File: src/rtl/trdb_branch_map.sv
// rtl/trdb_branch_map.sv - branch outcome map and branch counter feeding the trace packet emitter
//
// Accumulates the outcome of every retired conditional branch into a
// bit map (1 = not taken, 0 = taken) and keeps a saturating count of
// the valid bits. The emitter samples the outputs and clears them with
// flush_i.
//
// Ports:
//   clk_i              clock
//   rst_ni             asynchronous active-low reset
//   valid_i            an instruction retires this cycle
//   is_branch_i        retiring instruction is a conditional branch
//   is_branch_taken_i  branch outcome, 1 = taken
//   flush_i            emitter consumed the current map; clear it
//   branch_map_o       accumulated outcomes, bit i = i-th branch since flush
//   branch_cnt_o       number of valid bits in branch_map_o
//   is_full_o          branch_cnt_o == BMAP_LEN
//   is_empty_o         branch_cnt_o == 0
//   overflow_o         one-cycle pulse: branch dropped because map was full
module trdb_branch_map #(
  parameter int BMAP_LEN = 31,
  parameter int CNT_LEN  = 5
) (
  input  logic                clk_i,
  input  logic                rst_ni,
  input  logic                valid_i,
  input  logic                is_branch_i,
  input  logic                is_branch_taken_i,
  input  logic                flush_i,
  output logic [BMAP_LEN-1:0] branch_map_o,
  output logic [CNT_LEN-1:0]  branch_cnt_o,
  output logic                is_full_o,
  output logic                is_empty_o,
  output logic                overflow_o
);

  localparam logic [CNT_LEN-1:0] MAX_CNT = CNT_LEN'(BMAP_LEN);

  logic                branch_event;
  logic                write_bit;
  logic [BMAP_LEN-1:0] write_vec;
  logic [BMAP_LEN-1:0] map_d;
  logic [CNT_LEN-1:0]  cnt_d;
  logic                overflow_d;

  assign branch_event = valid_i & is_branch_i;
  assign write_bit    = ~is_branch_taken_i;
  assign write_vec    = {{(BMAP_LEN-1){1'b0}}, write_bit};

  always_comb begin
    map_d      = branch_map_o;
    cnt_d      = branch_cnt_o;
    overflow_d = 1'b0;
    if (flush_i) begin
      // The emitter has already sampled the old contents this cycle, so a
      // coincident branch starts the new map at bit 0 and never overflows.
      if (branch_event) begin
        map_d = write_vec;
        cnt_d = CNT_LEN'(1);
      end else begin
        map_d = '0;
        cnt_d = '0;
      end
    end else if (branch_event) begin
      if (branch_cnt_o < MAX_CNT) begin
        // Bits at and above the count are always zero, so OR-ing in the
        // shifted bit is equivalent to writing map[cnt].
        map_d = branch_map_o | (write_vec << branch_cnt_o);
        cnt_d = branch_cnt_o + CNT_LEN'(1);
      end else begin
        overflow_d = 1'b1;
      end
    end
  end

  always_ff @(posedge clk_i or negedge rst_ni) begin
    if (!rst_ni) begin
      branch_map_o <= '0;
      branch_cnt_o <= '0;
      is_full_o    <= 1'b0;
      is_empty_o   <= 1'b1;
      overflow_o   <= 1'b0;
    end else begin
      branch_map_o <= map_d;
      branch_cnt_o <= cnt_d;
      // Flags are decoded from the next count so they always agree with it.
      is_full_o    <= (cnt_d == MAX_CNT);
      is_empty_o   <= (cnt_d == '0);
      overflow_o   <= overflow_d;
    end
  end

endmodule

File: config.mk
export PLATFORM = sky130hd
export DESIGN_NAME = trdb_branch_map
export DESIGN_NICKNAME = d
export VERILOG_FILES = /design/src/rtl/trdb_branch_map.sv
export SDC_FILE = /design/constraint.sdc
export NUM_CORES = 1
export LEC_CHECK = 0
export CORE_ASPECT_RATIO = 1.75
export CORE_MARGIN = 4
export CORE_UTILIZATION = 43
export DETAILED_ROUTE_END_ITERATION = 8
export HOLD_SLACK_MARGIN = 0.15
export MAX_ROUTING_LAYER = met4
export PLACE_DENSITY = 0.75
export SYNTH_ARGS = -nofsm -noshare
export SYNTH_HDL_FRONTEND = slang
export SYNTH_SLANG_ARGS = --single-unit
File: constraint.sdc
create_clock -name clk_i -period 1.4 [get_ports clk_i]
set_clock_uncertainty 0.1 [all_clocks]
set_input_delay 0.21 -clock clk_i [delete_from_list [all_inputs] [get_ports clk_i]]
set_output_delay 0.21 -clock clk_i [all_outputs]
set_load 0.05 [all_outputs]
Yosys cells after proc, flatten, opt, wreduce, memory -nomap -nowiden
Cells that the tools add are included.

storage, ports and cells
  logic and storage cells = 27
  output and inout port bits = 39
  bits of input ports = 6
  bits in registers = 39

operators by class
  muxes and demuxes = 11
  add/subtract/negate cells = 1
  shifts and indexed selects = 1
  magnitude comparators = 1
  equality and inequality tests = 1
  bitwise logic cells = 3
  reduce and logical (&&, ||, !) cells = 4

operator list
  cell                                         count
  2-to-1 mux 31 bit                            3
  OR 31 bit                                    1
  left shift 1 x 5 -> 31 bit                   1
  2-to-1 mux 5 bit                             3
  adder 5 x 1 -> 5 bit, second input constant  1
  equality test 5 bit, second input constant   1
  logical NOT 5 bit                            1
  < comparator 5 bit, second input constant    1
  2-to-1 mux 1 bit                             5
  nonzero test 2 bit                           2
  AND reduction 2 bit                          1
  bitwise AND 1 bit                            1
  inverter 1 bit                               1

Depth between registers and ports, before layout
  depth after elaboration = 6
  mapped depth = 5
  depth with buffers taken out = 5

Least setup slack after synthesis
No wires, ideal clock.

  kind = reg-to-reg
  start point = register branch_cnt_o[0]
  end point = register is_full_o
  stages on the path, launching flop included = 6
  path slack = -441 ps
  library setup time = 68 ps
  arrival = 1,672 ps
  required time = 1,232 ps
  period minus slack after synthesis = 1,841 ps
  path buffers = 1
  path through = dfrtp_1 -> clkbuf_8 -> or2b_2 -> o21ai_0 -> mux2i_1 -> and4bb_1

between the ends
  word-level cells in the longest chain between the ends = 5
  elaborated cells between the ends (all ways) = 6
  classes of those cells = add/sub: 1; order compare: 1; eq/ne: 1; mux: 3

ends and longest elaborated chain
  element                                                            line    text
  start, declared                                                    31      output logic [CNT_LEN-1:0] branch_cnt_o,
  start signal, assigned                                             85      branch_cnt_o <= cnt_d;
  adder 5 x 1 -> 5 bit / < comparator 5 bit (equally long branches)  69, 65
  2-to-1 mux 5 bit                                                   65      if (branch_cnt_o < MAX_CNT) begin
  2-to-1 mux 5 bit *                                                 64      end else if (branch_event) begin
  2-to-1 mux 5 bit *                                                 54      if (flush_i) begin
  equality test 5 bit *                                              87      is_full_o <= (cnt_d == MAX_CNT);
  end signal, assigned                                               87
  end, declared                                                      32      output logic is_full_o,

Every way passes the cells marked *; elsewhere a longest branch is shown, timed or not.
A chain may end at the register's enable or synchronous reset.

Worst setup path after layout
Same ends and word-level chain as after synthesis.

==> results.ini <==
[sta]
max_freq_mhz = 610
tightest_slew_ns = 0.476
setup_viol = 35
maxSlewViolCount = 0
min_period_ns = 1.64
slew_headroom_pct = 68.2
grt_setup_unrepaired = yes
hold_violations = 0
post-route-period-util_pct = 117
worst_slack_ns = -0.238

[route]
wl_per_cell_um = 21.8
drc = 0
drt_pass1_iterations = 4
detail-route-antenna-nets = 0
via_count = 1673
wl_mm = 6.44
vias_per_cell = 5.67
drt-initial-drc-count = 96

[clocking]
clk_latency_ns = 0.30
clock_path_buffers = 2
root_buffer = clkbuf_8
clk_pin_slew_ns = 0.08
htree_num_levels = 2
cts_tree = built
clkSinkCount = 39
numCtsBuffers = 5

[synth]
synth-seq-area-share_pct = 56.4
synth_area_leader_cell = dfrtp_1
synth_edf_count = 0
syn_area_um2 = 1730
synth_top_area_share_pct = 54.9
synthArstFlopShare_pct = 100
ys_ff_latch = 39
synth_warnings = 0
syn_inst = 168
ys_top_cells_by_count = 38 x dfrtp_1, 38 x nor2_1, 33 x a21oi_1
synth_nets = 175
avgSynthCellArea_um2 = 10.3
synthTopCellsByArea = dfrtp_1 55%, a21oi_1 9.5%, nor2_1 8.2%, clkbuf_8 2.4%, a311oi_4 1.5%
synthFlopType = dfrtp_1
synthDistinctLibCells = 40

[floorplan]
num_rows = 30
io_pins = 45
start_util_pct = 44.8
die_y_um = 92.0
coreArea_um2 = 3870
die_x_um = 56.0
die_area_um2 = 5150

[status]
violations = setup timing
status = finished with violations

[global_route]
first_global_vias = 1858
grt_overflow = 0
antenna_found_initial = 0
grt_usage_pct = 25.8
grt_pass1_wl_mm = 9.89
grt_max_degree = 32

[cells_and_area]
finalNonFillerCells = 295
seqCellArea_um2 = 983
final_layout_size_suffix_gt1_share_pct = 55.9
fillers = 182
area_growth_pct = 88.1
antennaDiodeCount = 0
final_area_um2 = 3260
multi_input_area_um2 = 940
nNetsFinal = 253

[placement]
post-dp-hpwl_mm = 4.10
port_buffers = 44
routabilityCongestion = 0.908
placed_cells = 276
dpl_cell_area_um2 = 2810
pre_cts_slack_ns = -0.498

[power_and_ir_drop]
power-per-cell-area_nw_per_um2 = 724
leakage_uw = 0.00140
p_total_uw = 2360
vdd_ir_drop_max_uv = 915

[worst_setup_path]
critical_path_required_ns = 1.49
crit_path_end_kind = register
critical_path_arrival_ns = 1.73
start_kind = register
cp_max_fo = 7
crit_type = register to register

[worst_hold_path]
hold_path.class = input port to asynchronous set/reset pin

[flow_run]
drv_cap = 0

==> worst max-delay path, stage by stage, from the launching register on <==
cell	delay, ns
dfrtp_2	0.47
buf_6	0.16
nand4b_1	0.11
buf_4	0.16
nor2_2	0.06
nor3_2	0.25
and4bb_1	0.22
==> metrics by stage <==
step | util [%] | hold WS (ns) | setup TNS [ns]
final | 84.2 | 0.294 | -2.98
after global routing | 84.2 | 0.331 | -4.87
after CTS | 80.6 | 0.324 | -2.35
after detailed placement | 72.8 | 0.0916 | -14.40
after global placement | 72.8 | 0.0802 | -11.37
after floorplan | - | -0.186 | -3.37
==> report_power, final <==
part           leakage, µW  switching [µW]  internal (µW)
logic             0.000820             198            148
registers         0.000530            21.8           1140
clock network    0.0000515             398            450
total              0.00140             617           1740
==> final timing paths <==
| check | startpoint | to | slack, ns | cells after the start |
|---|---|---|---|---|
| max | branch_cnt_o[0] | is_full_o | -0.24 | 6 |
| min | rst_ni | overflow_o | 0.29 | 2 |
| max reg2reg | branch_cnt_o[0] | is_full_o | -0.24 | 6 |
| min reg2reg | branch_map_o[29] | branch_map_o[29] | 0.47 | 2 |
| max in group asynchronous | rst_ni | branch_map_o[23] | 0.42 | 3 |
| min in group clk_i | branch_map_o[29] | branch_map_o[29] | 0.47 | 2 |
==> sequential cells by signal, summed over array words and instances (netlist names) <==
signal,flops
is_full_o,1
overflow_o,1
is_empty_o,1
branch_map_o,31
branch_cnt_o,5
==> cells in the final DEF (no fill, tap or decap), types with 3 or more instances in the layout <==
cell | synthesis | layout
buf_12 | 0 | 41
dfrtp_1 | 38 | 33
nor2_1 | 38 | 32
buf_4 | 0 | 27
a21oi_1 | 33 | 19
a21oi_2 | 1 | 14
buf_6 | 1 | 8
clkbuf_8 | 3 | 7
dfrtp_2 | 0 | 5
nand2_1 | 5 | 4
nor2_2 | 0 | 3
nor4_4 | 0 | 3
nor2_4 | 0 | 3
==> layout make-up <==
type | instances | share of cell area, %
timing repair buffer | 82 | 35.8
sequential | 39 | 30.2
multi-input combinational | 116 | 28.9
clock buffer | 8 | 3.07
tap | 48 | 1.84
inverter | 2 | 0.231
==> kinds of logic after synthesis <==
logic type,synth area share (%)
multiplexers,0.578
XOR/XNOR,1.52
buffers and inverters,5.06
flip-flops,56.4
adder cells (fa/ha/maj),0.722
AND/OR/NAND/NOR,21.0
AO/OA/AOI/OAI,14.7
==> what timing repair did <==
item                       CTS  global route
setup endpoints to repair   38            42
hold buffers                 1             0
hold endpoints to repair    29             0
buffers inserted             8             3
pin swaps                    8             7
gates resized for setup     27            24
==> metal layers <==
metal	track usage (%)	vias to the layer above	wire [µm]
li1	-	732	-
met1	26.4	814	2100
met2	45.4	94	3660
met3	4.79	33	314
met4	13.9	0	361
met5	-	-	0
Note: power is estimated with default switching activity, not from simulation.
